==> config.mk <==
export PLATFORM = sky130hd
export DESIGN_NAME = detector_jogada
export DESIGN_NICKNAME = d
export VERILOG_FILES = /design/src/rtl/detector_jogada_pkg.sv /design/src/rtl/detector_jogada_sincronizador_2ff.sv /design/src/rtl/detector_jogada.sv
export SDC_FILE = /design/constraint.sdc
export NUM_CORES = 1
export LEC_CHECK = 0
export BUFFER_PORTS_ARGS = -buffer_cell sky130_fd_sc_hd__clkbuf_2
export CAP_MARGIN = 10
export CORE_MARGIN = 3
export CORE_UTILIZATION = 50
export CTS_CLUSTER_DIAMETER = 60
export CTS_CLUSTER_SIZE = 40
export DETAILED_ROUTE_END_ITERATION = 6
export GPL_ROUTABILITY_DRIVEN = 0
export PLACE_DENSITY_LB_ADDON = 0.15
export SLEW_MARGIN = 40
export SYNTH_ARGS = -nofsm -noshare
export SYNTH_HDL_FRONTEND = slang
export SYNTH_HIERARCHICAL = 1
export SYNTH_SLANG_ARGS = --single-unit
==> constraint.sdc <==
create_clock -name clock -period 3.04 [get_ports clock]
set_clock_uncertainty 0.1 [all_clocks]
set_input_delay 0.608 -clock clock [delete_from_list [all_inputs] [get_ports clock]]
set_output_delay 0.608 -clock clock [all_outputs]
set_load 0.1 [all_outputs]
==> src/rtl/detector_jogada_pkg.sv <==
// Shared definitions for the key-play detector: key width, debounce default, FSM codes.
// Latency: n/a (declarations only).
// Backpressure: n/a.
package detector_jogada_pkg;

    localparam int KEY_W                   = 4;
    localparam int DEBOUNCE_CYCLES_DEFAULT = 4;

    // Codes are shown directly on the debug 7-segment display, so they are fixed.
    typedef enum logic [1:0] {
        ESPERA = 2'd0,
        FILTRA = 2'd1,
        EMITE  = 2'd2,
        SOLTA  = 2'd3
    } estado_t;

    // True when exactly one key is pressed.
    function automatic logic eh_one_hot(input logic [KEY_W-1:0] v);
        return (v != '0) && ((v & (v - 1'b1)) == '0);
    endfunction

endpackage

==> src/rtl/detector_jogada_sincronizador_2ff.sv <==
// Two-flop synchronizer bringing asynchronous switch levels into the clock domain.
// Latency: 2 cycles from input change to q.
// Backpressure: none; samples every cycle.
module sincronizador_2ff #(
    parameter int WIDTH = 1
) (
    input  logic             clock,
    input  logic             reset,
    input  logic [WIDTH-1:0] d,
    output logic [WIDTH-1:0] q
);

    logic [WIDTH-1:0] meta;

    // First flop may go metastable; second flop gives it a full cycle to settle.
    always_ff @(posedge clock or negedge reset) begin
        if (!reset) begin
            meta <= '0;
            q    <= '0;
        end else begin
            meta <= d;
            q    <= meta;
        end
    end

endmodule

==> src/rtl/detector_jogada.sv <==
// Debounces the player keys and emits one registered play strobe per stable press (optional one-hot check via DETECTOR_JOGADA_ONEHOT_EN).
// Latency: strobe is high in the cycle after edge DEBOUNCE_CYCLES+3, counting from the first edge that sees a stable pattern.
// Backpressure: habilita gates acceptance of a new play; a held key yields one strobe and a debounced release is needed before the next.
module detector_jogada
    import detector_jogada_pkg::*;
#(
    parameter int DEBOUNCE_CYCLES = DEBOUNCE_CYCLES_DEFAULT
) (
    input  logic             clock,
    input  logic             reset,
    input  logic [KEY_W-1:0] chaves,
    input  logic             habilita,
    output logic [KEY_W-1:0] jogada,
    output logic             jogada_feita,
    output logic             jogada_invalida,
    output logic [3:0]       db_estado
);

    // Counters only ever reach DEBOUNCE_CYCLES-1, so clog2 bits never wrap.
    localparam int CNT_W = ($clog2(DEBOUNCE_CYCLES) < 1) ? 1 : $clog2(DEBOUNCE_CYCLES);
    localparam logic [CNT_W-1:0] CNT_MAX = CNT_W'(DEBOUNCE_CYCLES - 1);

    estado_t          estado;
    logic [KEY_W-1:0] s;
    logic [KEY_W-1:0] candidato;
    logic [CNT_W-1:0] contador;
    logic [CNT_W-1:0] contador_solta;

    sincronizador_2ff #(
        .WIDTH (KEY_W)
    ) u_sinc (
        .clock (clock),
        .reset (reset),
        .d     (chaves),
        .q     (s)
    );

    assign db_estado = {2'b00, estado};

`ifndef DETECTOR_JOGADA_ONEHOT_EN
    assign jogada_invalida = 1'b0;
`endif

    // Play FSM; the strobe and jogada are registered on the transition into EMITE
    // so the pulse is visible exactly while db_estado shows EMITE.
    always_ff @(posedge clock or negedge reset) begin
        if (!reset) begin
            estado         <= ESPERA;
            candidato      <= '0;
            contador       <= '0;
            contador_solta <= '0;
            jogada         <= '0;
            jogada_feita   <= 1'b0;
`ifdef DETECTOR_JOGADA_ONEHOT_EN
            jogada_invalida <= 1'b0;
`endif
        end else begin
            jogada_feita <= 1'b0;
`ifdef DETECTOR_JOGADA_ONEHOT_EN
            jogada_invalida <= 1'b0;
`endif
            case (estado)
                ESPERA: begin
                    if (habilita && (s != '0)) begin
                        candidato <= s;
                        contador  <= '0;
                        estado    <= FILTRA;
                    end
                end
                FILTRA: begin
                    // Losing permission abandons the filter before anything else.
                    if (!habilita) begin
                        estado <= ESPERA;
                    end else if (s == candidato) begin
                        if (contador == CNT_MAX) begin
                            jogada <= candidato;
`ifdef DETECTOR_JOGADA_ONEHOT_EN
                            if (eh_one_hot(candidato)) begin
                                jogada_feita <= 1'b1;
                            end else begin
                                jogada_invalida <= 1'b1;
                            end
`else
                            jogada_feita <= 1'b1;
`endif
                            estado <= EMITE;
                        end else begin
                            contador <= contador + 1'b1;
                        end
                    end else if (s == '0) begin
                        estado <= ESPERA;
                    end else begin
                        candidato <= s;
                        contador  <= '0;
                    end
                end
                EMITE: begin
                    contador_solta <= '0;
                    estado         <= SOLTA;
                end
                SOLTA: begin
                    // Release must itself be debounced; any pressed key restarts the count.
                    if (s != '0) begin
                        contador_solta <= '0;
                    end else if (contador_solta == CNT_MAX) begin
                        estado <= ESPERA;
                    end else begin
                        contador_solta <= contador_solta + 1'b1;
                    end
                end
                default: estado <= ESPERA;
            endcase
        end
    end

endmodule
## Yosys cells after proc, flatten, opt, wreduce, memory -nomap -nowiden

Index checks and enable logic that the tools add are counted.

| operators by class | value |
|---|---|
| $add $sub $neg | 2 |
| eq/ne operators | 17 |
| mux-type cells | 26 |
| reductions and logical operators | 11 |

Operators with widths:

| cell | number |
|---|---|
| 2-bit 2-to-1 mux | 14 |
| 4-bit 2-to-1 mux | 4 |
| 5-bit AND reduction | 3 |
| 2-bit != test (second input constant) | 6 |
| 3-bit != test (second input constant) | 3 |
| 2-bit == test (second input constant) | 4 |
| 4-bit != test (second input constant) | 2 |
| 2-bit case mux with 2 select lines | 2 |
| 2-bit case mux with 4 select lines | 1 |
| 4-bit case mux with 2 select lines | 1 |
| 2-bit by 1-bit adder with 2-bit output (second input constant) | 2 |
| 4-bit == test | 1 |
| 4-bit zero test | 1 |
| 1-bit 2-to-1 mux | 4 |
| 4-bit AND reduction | 1 |
| 2-bit nonzero test | 2 |
| 4-bit nonzero test | 1 |
| 2-bit by 1-bit == test with 1-bit output (second input constant) | 1 |
| 2-bit zero test | 1 |
| 2-bit AND reduction | 1 |
| 1-bit logical AND | 1 |

| storage, ports and cells | value |
|---|---|
| register bits | 23 |
| input bits | 7 |
| output and inout bits | 10 |
| word-level logic and storage cells | 64 |

## Depth between registers and ports, before layout

Gate-level depths: netlist of the first run.

| logic depth | value |
|---|---|
| depth after elaboration | 5 |
| depth in mapped cells | 5 |
| depth with buffers taken out | 5 |

## By module

The synthesis of the first run kept the hierarchy.

By module, submodules not included:

| module | instances | cells an instance | area each (µm²) | sequential area each (µm²) |
|---|---|---|---|---|
| detector_jogada | 1 | 66 | 797.0 | 375.4 |
| sincronizador_2ff | 1 | 8 | 200.2 | 200.2 |

## Least setup slack after synthesis of the first run

OpenSTA, ideal clock, no wires.

| timing | value |
|---|---|
| kind | register to register |
| start | register with a tool-made name |
| end | register candidato[0] |
| library setup time | 125 ps |
| arrival time | 1717 ps |
| data required time | 2815 ps |
| setup slack | 1099 ps |
| cell stages (with the launch flop) | 4 |
| buffers on the path | 0 |
| clock period less this slack | 1941 ps |
| cells stage by stage | dfrtp_1 -> nand2b_1 -> nor2_1 -> mux2_2 |

RTL lines:

| what | line | text |
|---|---|---|
| end signal, assigned | detector_jogada.sv:65 | `candidato <= s;` |
| end signal, assigned | detector_jogada.sv:93 | `candidato <= s;` |
| end, declared | detector_jogada.sv:25 | `logic [KEY_W-1:0] candidato;` |

## Worst setup path after layout of the first run

| timing | value |
|---|---|
| start | register estado[0] |
| end | output db_estado[0] |

RTL lines:

| what | line | text |
|---|---|---|
| start, declared | detector_jogada.sv:23 | `estado_t estado;` |
| start signal, assigned | detector_jogada.sv:48 | `estado <= ESPERA;` |
| start signal, assigned | detector_jogada.sv:67 | `estado <= FILTRA;` |
| start signal, assigned | detector_jogada.sv:73 | `estado <= ESPERA;` |
| end, declared | detector_jogada.sv:16 | `output logic [3:0] db_estado` |

No word-level cell between the ends.

==> results of run 1 <==
-- how the worst max path moves through the flow --
stage                      startpoint      endpoint  slack (ns)  cells after the start
after floorplan              register  candidato[0]        1.10                      3
after global placement       habilita  candidato[0]        1.29                      4
after detailed placement  u_sinc/q[1]     jogada[1]        1.24                      4
after CTS                   estado[0]  db_estado[0]        0.96                      1
after global routing        estado[0]  db_estado[0]        0.91                      1
final                       estado[0]  db_estado[0]        0.98                      1
-- flip-flops by register name (all words and copies together) (netlist names), named ones only --
name and cells:
jogada_feita 1, candidato 4, jogada 4, u_sinc/q 4, contador 2, contador_solta 2, u_sinc/meta 4, estado 1
-- logic make-up after synthesis --
group,after synthesis,share of synthesized area [%]
XOR/XNOR,4,3.51
AO/OA/AOI/OAI,8,5.90
other,1,0.376
adder cells (fa/ha/maj),2,2.51
multiplexers,10,11.2
flip-flops,23,57.7
AND/OR/NAND/NOR,21,15.8
buffers and inverters,5,3.01
-- per-stage QoR --
| step | setup WS (ns) | utilization [%] | std cells | hold WS [ns] |
|---|---|---|---|---|
| after floorplan | 1.10 | - | 76 | 0.212 |
| after global placement | 1.29 | 59.9 | 111 | 0.232 |
| after detailed placement | 1.24 | 59.9 | 111 | 0.236 |
| after CTS | 0.958 | 61.5 | 115 | 0.165 |
| after global routing | 0.908 | 61.5 | 115 | 0.183 |
| final | 0.977 | 61.5 | 115 | 0.156 |
-- where the power goes --
group / internal [uW] / switching, uW / leakage, uW / total, uW
Combinational: 7.31 / 27.7 / 0.000247 / 35.0
Clock: 50.2 / 88.7 / 0.0000139 / 139
Sequential: 312 / 5.24 / 0.000287 / 317
Total: 370 / 122 / 0.000548 / 491
-- synth_stat cells --
master and n:
nand4_4 1, nor2_1 1, and2_2 1, nand2b_1 1, ha_1 2, mux2_2 9
o211ai_1 1, o311a_1 1, nor4_4 2, a22o_1 1, a21o_1 1, mux2i_1 1
nand3_1 2, or2_2 1, and4b_1 1, a21oi_1 2, o21ai_0 1, conb_1 1
nor2b_1 1, nand4_1 1, buf_4 3, nand2_1 8, xor2_1 4, nand3b_1 1
dfrtp_1 23, a221o_1 1, inv_1 2
-- routing by layer --
| metal | part of all wire, % | up-vias | track usage (%) |
|---|---|---|---|
| li1 | - | 287 | - |
| met1 | 49 | 269 | 17.8 |
| met2 | 44 | 15 | 19.3 |
| met3 | 5.3 | 2 | 5.34 |
| met4 | 1.2 | 0 | 4.04 |
| met5 | 0 | - | 0 |
-- cell type report --
type | count | area share, %
Timing Repair Buffer | 13 | 5.87
Sequential cell | 23 | 51.9
Tap cell | 25 | 2.82
Multi-Input combinational cell | 48 | 36.0
Clock inverter | 1 | 0.677
Clock buffer | 3 | 2.03
Inverter | 2 | 0.677
-- cell usage in the layout, fill, tap and decap left out --
master,count
a21o_1,1
a21oi_1,2
a221o_1,1
a22o_1,1
and2_2,1
and4b_1,1
clkbuf_2,13
clkbuf_4,3
clkinvlp_4,1
conb_1,3
dfrtp_1,23
ha_1,2
inv_1,2
mux2_2,9
mux2i_1,1
nand2_1,8
nand2b_1,1
nand3_1,2
nand3b_1,1
nand4_1,1
nand4_4,1
nor2_1,1
nor2b_1,1
nor4_4,2
o211ai_1,1
o21ai_0,1
o311a_1,1
or2_2,1
xor2_1,4
==> impl_metrics.toml, run 1 <==
[power]
power_leakage_uw = 0.000548
irDropWorstVdd_mv = 0.322
p_per_area_nw_per_um2 = 443
power_uw = 491

[final_layout]
nNetsFinal = 100
register_area_um2 = 576
layout-drive-gt1-share_pct = 34.4
nFillCells = 143
stdcell_area_um2 = 1110
area_delta_synth_final_pct = 11.2
antennaDiodeCount = 0
multiInputGateArea_um2 = 399

[clocking]
post_cts_resized = 0
clk_pin_slew_ns = 0.12
cts_hold_buf = 0
clk_path_buf_depth = 2
cts_setup_buffers = 0
clkLatencyLatePin_ns = 0.31
cts_root_buf = "clkbuf_4"
clkSinkCount = 23
cts_made_buffers = 3
cts_tree = "yes"
htreeDepth = 1

[critical_path]
critPathLaunchType = "register"
crit_family = "flip-flops"
critical-path-slowest-cell = "dfrtp_1"
path_buf_inv = 1
r2r-start = "u_sinc/q[1]"
worstPathArrival_ns = 1.36
r2r_setup_slack_ns = 1.23
slowest_delay_ns = 0.53
r2r-end = "jogada[1]"
path_class = "reg -> out"
r2r_cells = 4
path_cells = "clkbuf_2"
end_kind = "output port"
critical_path_required_ns = 2.33
path_max_fanout = 9

[global_routing]
antenna_found_initial = 0
grt_pass1_wl_mm = 2.48
track_usage_pct = 13.2
globalRouteOverflowTotal = 0
grt_max_degree = 24
grt_pass1_vias = 538

[flow_run]
maxCapViolCount = 0

[synthesis]
netlist_area_um2 = 997
syn_inst = 74
yosysTopAreaCellShare_pct = 57.7
ys_top_cells_by_area = "dfrtp_1 (58%), mux2_2 (10%), nor4_4 (4.3%)"
avgSynthCellArea_um2 = 13.5
yosys_warnings = 6
synth.distinct_cells = 27
yosysSeqAreaShare_pct = 57.7
synth_seq_cells = 23
synth_area_leader_cell = "dfrtp_1"

[detailed_routing]
drtIter0Drc = 3
wire_per_inst_um = 12.2
ant_nets = 0
wl_mm = 1.40
drtPass1Iterations = 2
route.detailed.drc = 0
routed_via_density = 4.98
num_vias = 573

[die]
start_util_pct = 55.3
die-area_um2 = 2570
rows = 15
fp.dieW_um = 50.7
die_h_um = 50.7
core_area_um2 = 1800
ios = 17

[timing]
fin_crit_sh_pct = 67.9
fmax_ghz = 0.485
period_minus_slack_ns = 2.06
slew_viol_final = 0
setup_viol = 0
fin_tns_setup_ns = 0
relSlewSlack_pct = 64.0
rsz0062_at_grt = "false"
finalHoldViolations = 0
worst_pin_slew_ns = 0.540

[status]
status = "finished, final reports clean"

[place]
post_dp_cell_area_um2 = 1080
dpl.hpwl_mm = 1.07
port-buffer-count = 13

[min_path]
hp-class = "in -> async"
Power figures use the tool's default switching activity.
==> run 2: changes to the inputs <==
Clock period 3.04 ns to 2.07 ns, I/O delays scaled along.
==> run 2 against run 1 <==
Compared with the run above: non-clock buffer count increased by 1; global-route usage decreased by 0.36 points; core utilization increased by 0.56 points; clock power increased by 48%; sequential cell count unchanged; sequential share of layout area decreased by 0.46 points; wire length increased by 0.57%; worst hold slack got worse by 0.059 ns; critical endpoint unchanged; largest power group unchanged; highest routed layer unchanged.
==> impl_metrics.toml, run 2 (synthesis results as in run 1) <==
[clocking]
cts_made_buffers = 3
post_cts_resized = 0
clkLatencyLatePin_ns = 0.31
htreeDepth = 1
cts_tree = "yes"
clkSinkCount = 23
cts_root_buf = "clkbuf_4"
clk_path_buf_depth = 2
cts_hold_buf = 1
cts_setup_buffers = 0
clk_pin_slew_ns = 0.13

[critical_path]
critPathLaunchType = "register"
critical_path_required_ns = 1.56
critical-path-slowest-cell = "dfrtp_1"
end_kind = "output port"
r2r_cells = 4
path_buf_inv = 1
cp.depth = 1
path_cells = "clkbuf_2"
slowest_delay_ns = 0.54
path_class = "reg -> out"
path_max_fanout = 9
crit_family = "flip-flops"
worstPathArrival_ns = 1.37

[detailed_routing]
wl_met3_um = 79
wl_met2_um = 682
wire_per_inst_um = 12.2
top_layer = "met4"
drtIter0Drc = 3
routed_via_density = 5.06
drtPass1Iterations = 4
wl_met1_um = 640
num_vias = 587
wl_mm = 1.41
ant_nets = 0
route.detailed.drc = 0

[timing]
setup_viol = 0
fin_crit_sh_pct = 91.1
slew_viol_final = 0
fin_hold_ws_ns = 0.0962
fmax_ghz = 0.530
rsz0062_at_grt = "false"
worst_pin_slew_ns = 0.552
finalHoldViolations = 0
period_minus_slack_ns = 1.89
relSlewSlack_pct = 63.2
fin_tns_setup_ns = 0

[die]
fp.dieW_um = 50.7
core_area_um2 = 1800
ios = 17
die_h_um = 50.7
start_util_pct = 55.3
die-area_um2 = 2570
rows = 15

[global_routing]
track_usage_pct = 12.8
grt_max_degree = 24
globalRouteOverflowTotal = 0
grt_pass1_vias = 570
grt_pass1_wl_mm = 2.44
antenna_found_initial = 0

[final_layout]
area_delta_synth_final_pct = 12.2
stdcell_area_um2 = 1120
final_core_util_pct = 62.1
final_cell_mix = "dfrtp_1 (23), clkbuf_2 (13), mux2_2 (9)"
nNetsFinal = 101
register_area_um2 = 576
antennaDiodeCount = 0
nFillCells = 145
multiInputGateArea_um2 = 399
mostFrequentLayoutCell = "dfrtp_1"
layout-drive-gt1-share_pct = 34.1

[place]
port-buffer-count = 13
post_dp_cell_area_um2 = 1080
dpl.hpwl_mm = 1.06

[min_path]
whs_path_depth = 1
hp-class = "in -> reg"

[power]
p_per_area_nw_per_um2 = 648
power_leakage_uw = 0.000552
irDropWorstVdd_mv = 0.433

[status]
status = "finished, final reports clean"

[flow_run]
maxCapViolCount = 0
==> run 2: cell count changes in the layout (fill, tap and decap cells not counted) <==
cell and change:
dlygate4sd3_1 +1
==> run 2: layer usage <==
metal / up-vias / track usage, %
li1: 288 / -
met1: 282 / 15.7
met2: 15 / 21.1
met3: 2 / 5.34
met4: 0 / 2.69
met5: - / 0
==> run 2: cell type report <==
cell class              instances  area share [%]
flip-flops and latches         23            51.5
inverters                       2           0.671
multi-input cells              48            35.7
clock buffers                   3            2.01
well taps                      25            2.80
repair buffers                 14            6.71
clock inverters                 1           0.671
==> run 2: path summary, 6_finish.rpt <==
path / start / to / slack, ns
min: chaves[3] / u_sinc/meta[3] / 0.1
max in group asynchronous: reset / candidato[2] / 1.00
max: estado[0] / db_estado[0] / 0.18
max reg2reg: u_sinc/q[1] / jogada[1] / 0.26
min in group asynchronous: reset / candidato[3] / 0.50
min reg2reg: u_sinc/meta[1] / u_sinc/q[1] / 0.26
==> run 2: per-stage QoR <==
stage                     total power, uW  worst slack [ns]  std cells
after global placement                527             0.325        111
after CTS                             734             0.176        116
after floorplan                       515             0.129         76
after detailed placement              528             0.265        111
after global routing                  753             0.122        116
final                                 725             0.184        116
==> run 2: where the power goes <==
part           switching (uW)  internal (uW)
Clock                     132           73.7
Combinational            41.2           12.0
Sequential               7.71            458
Total                     181            544
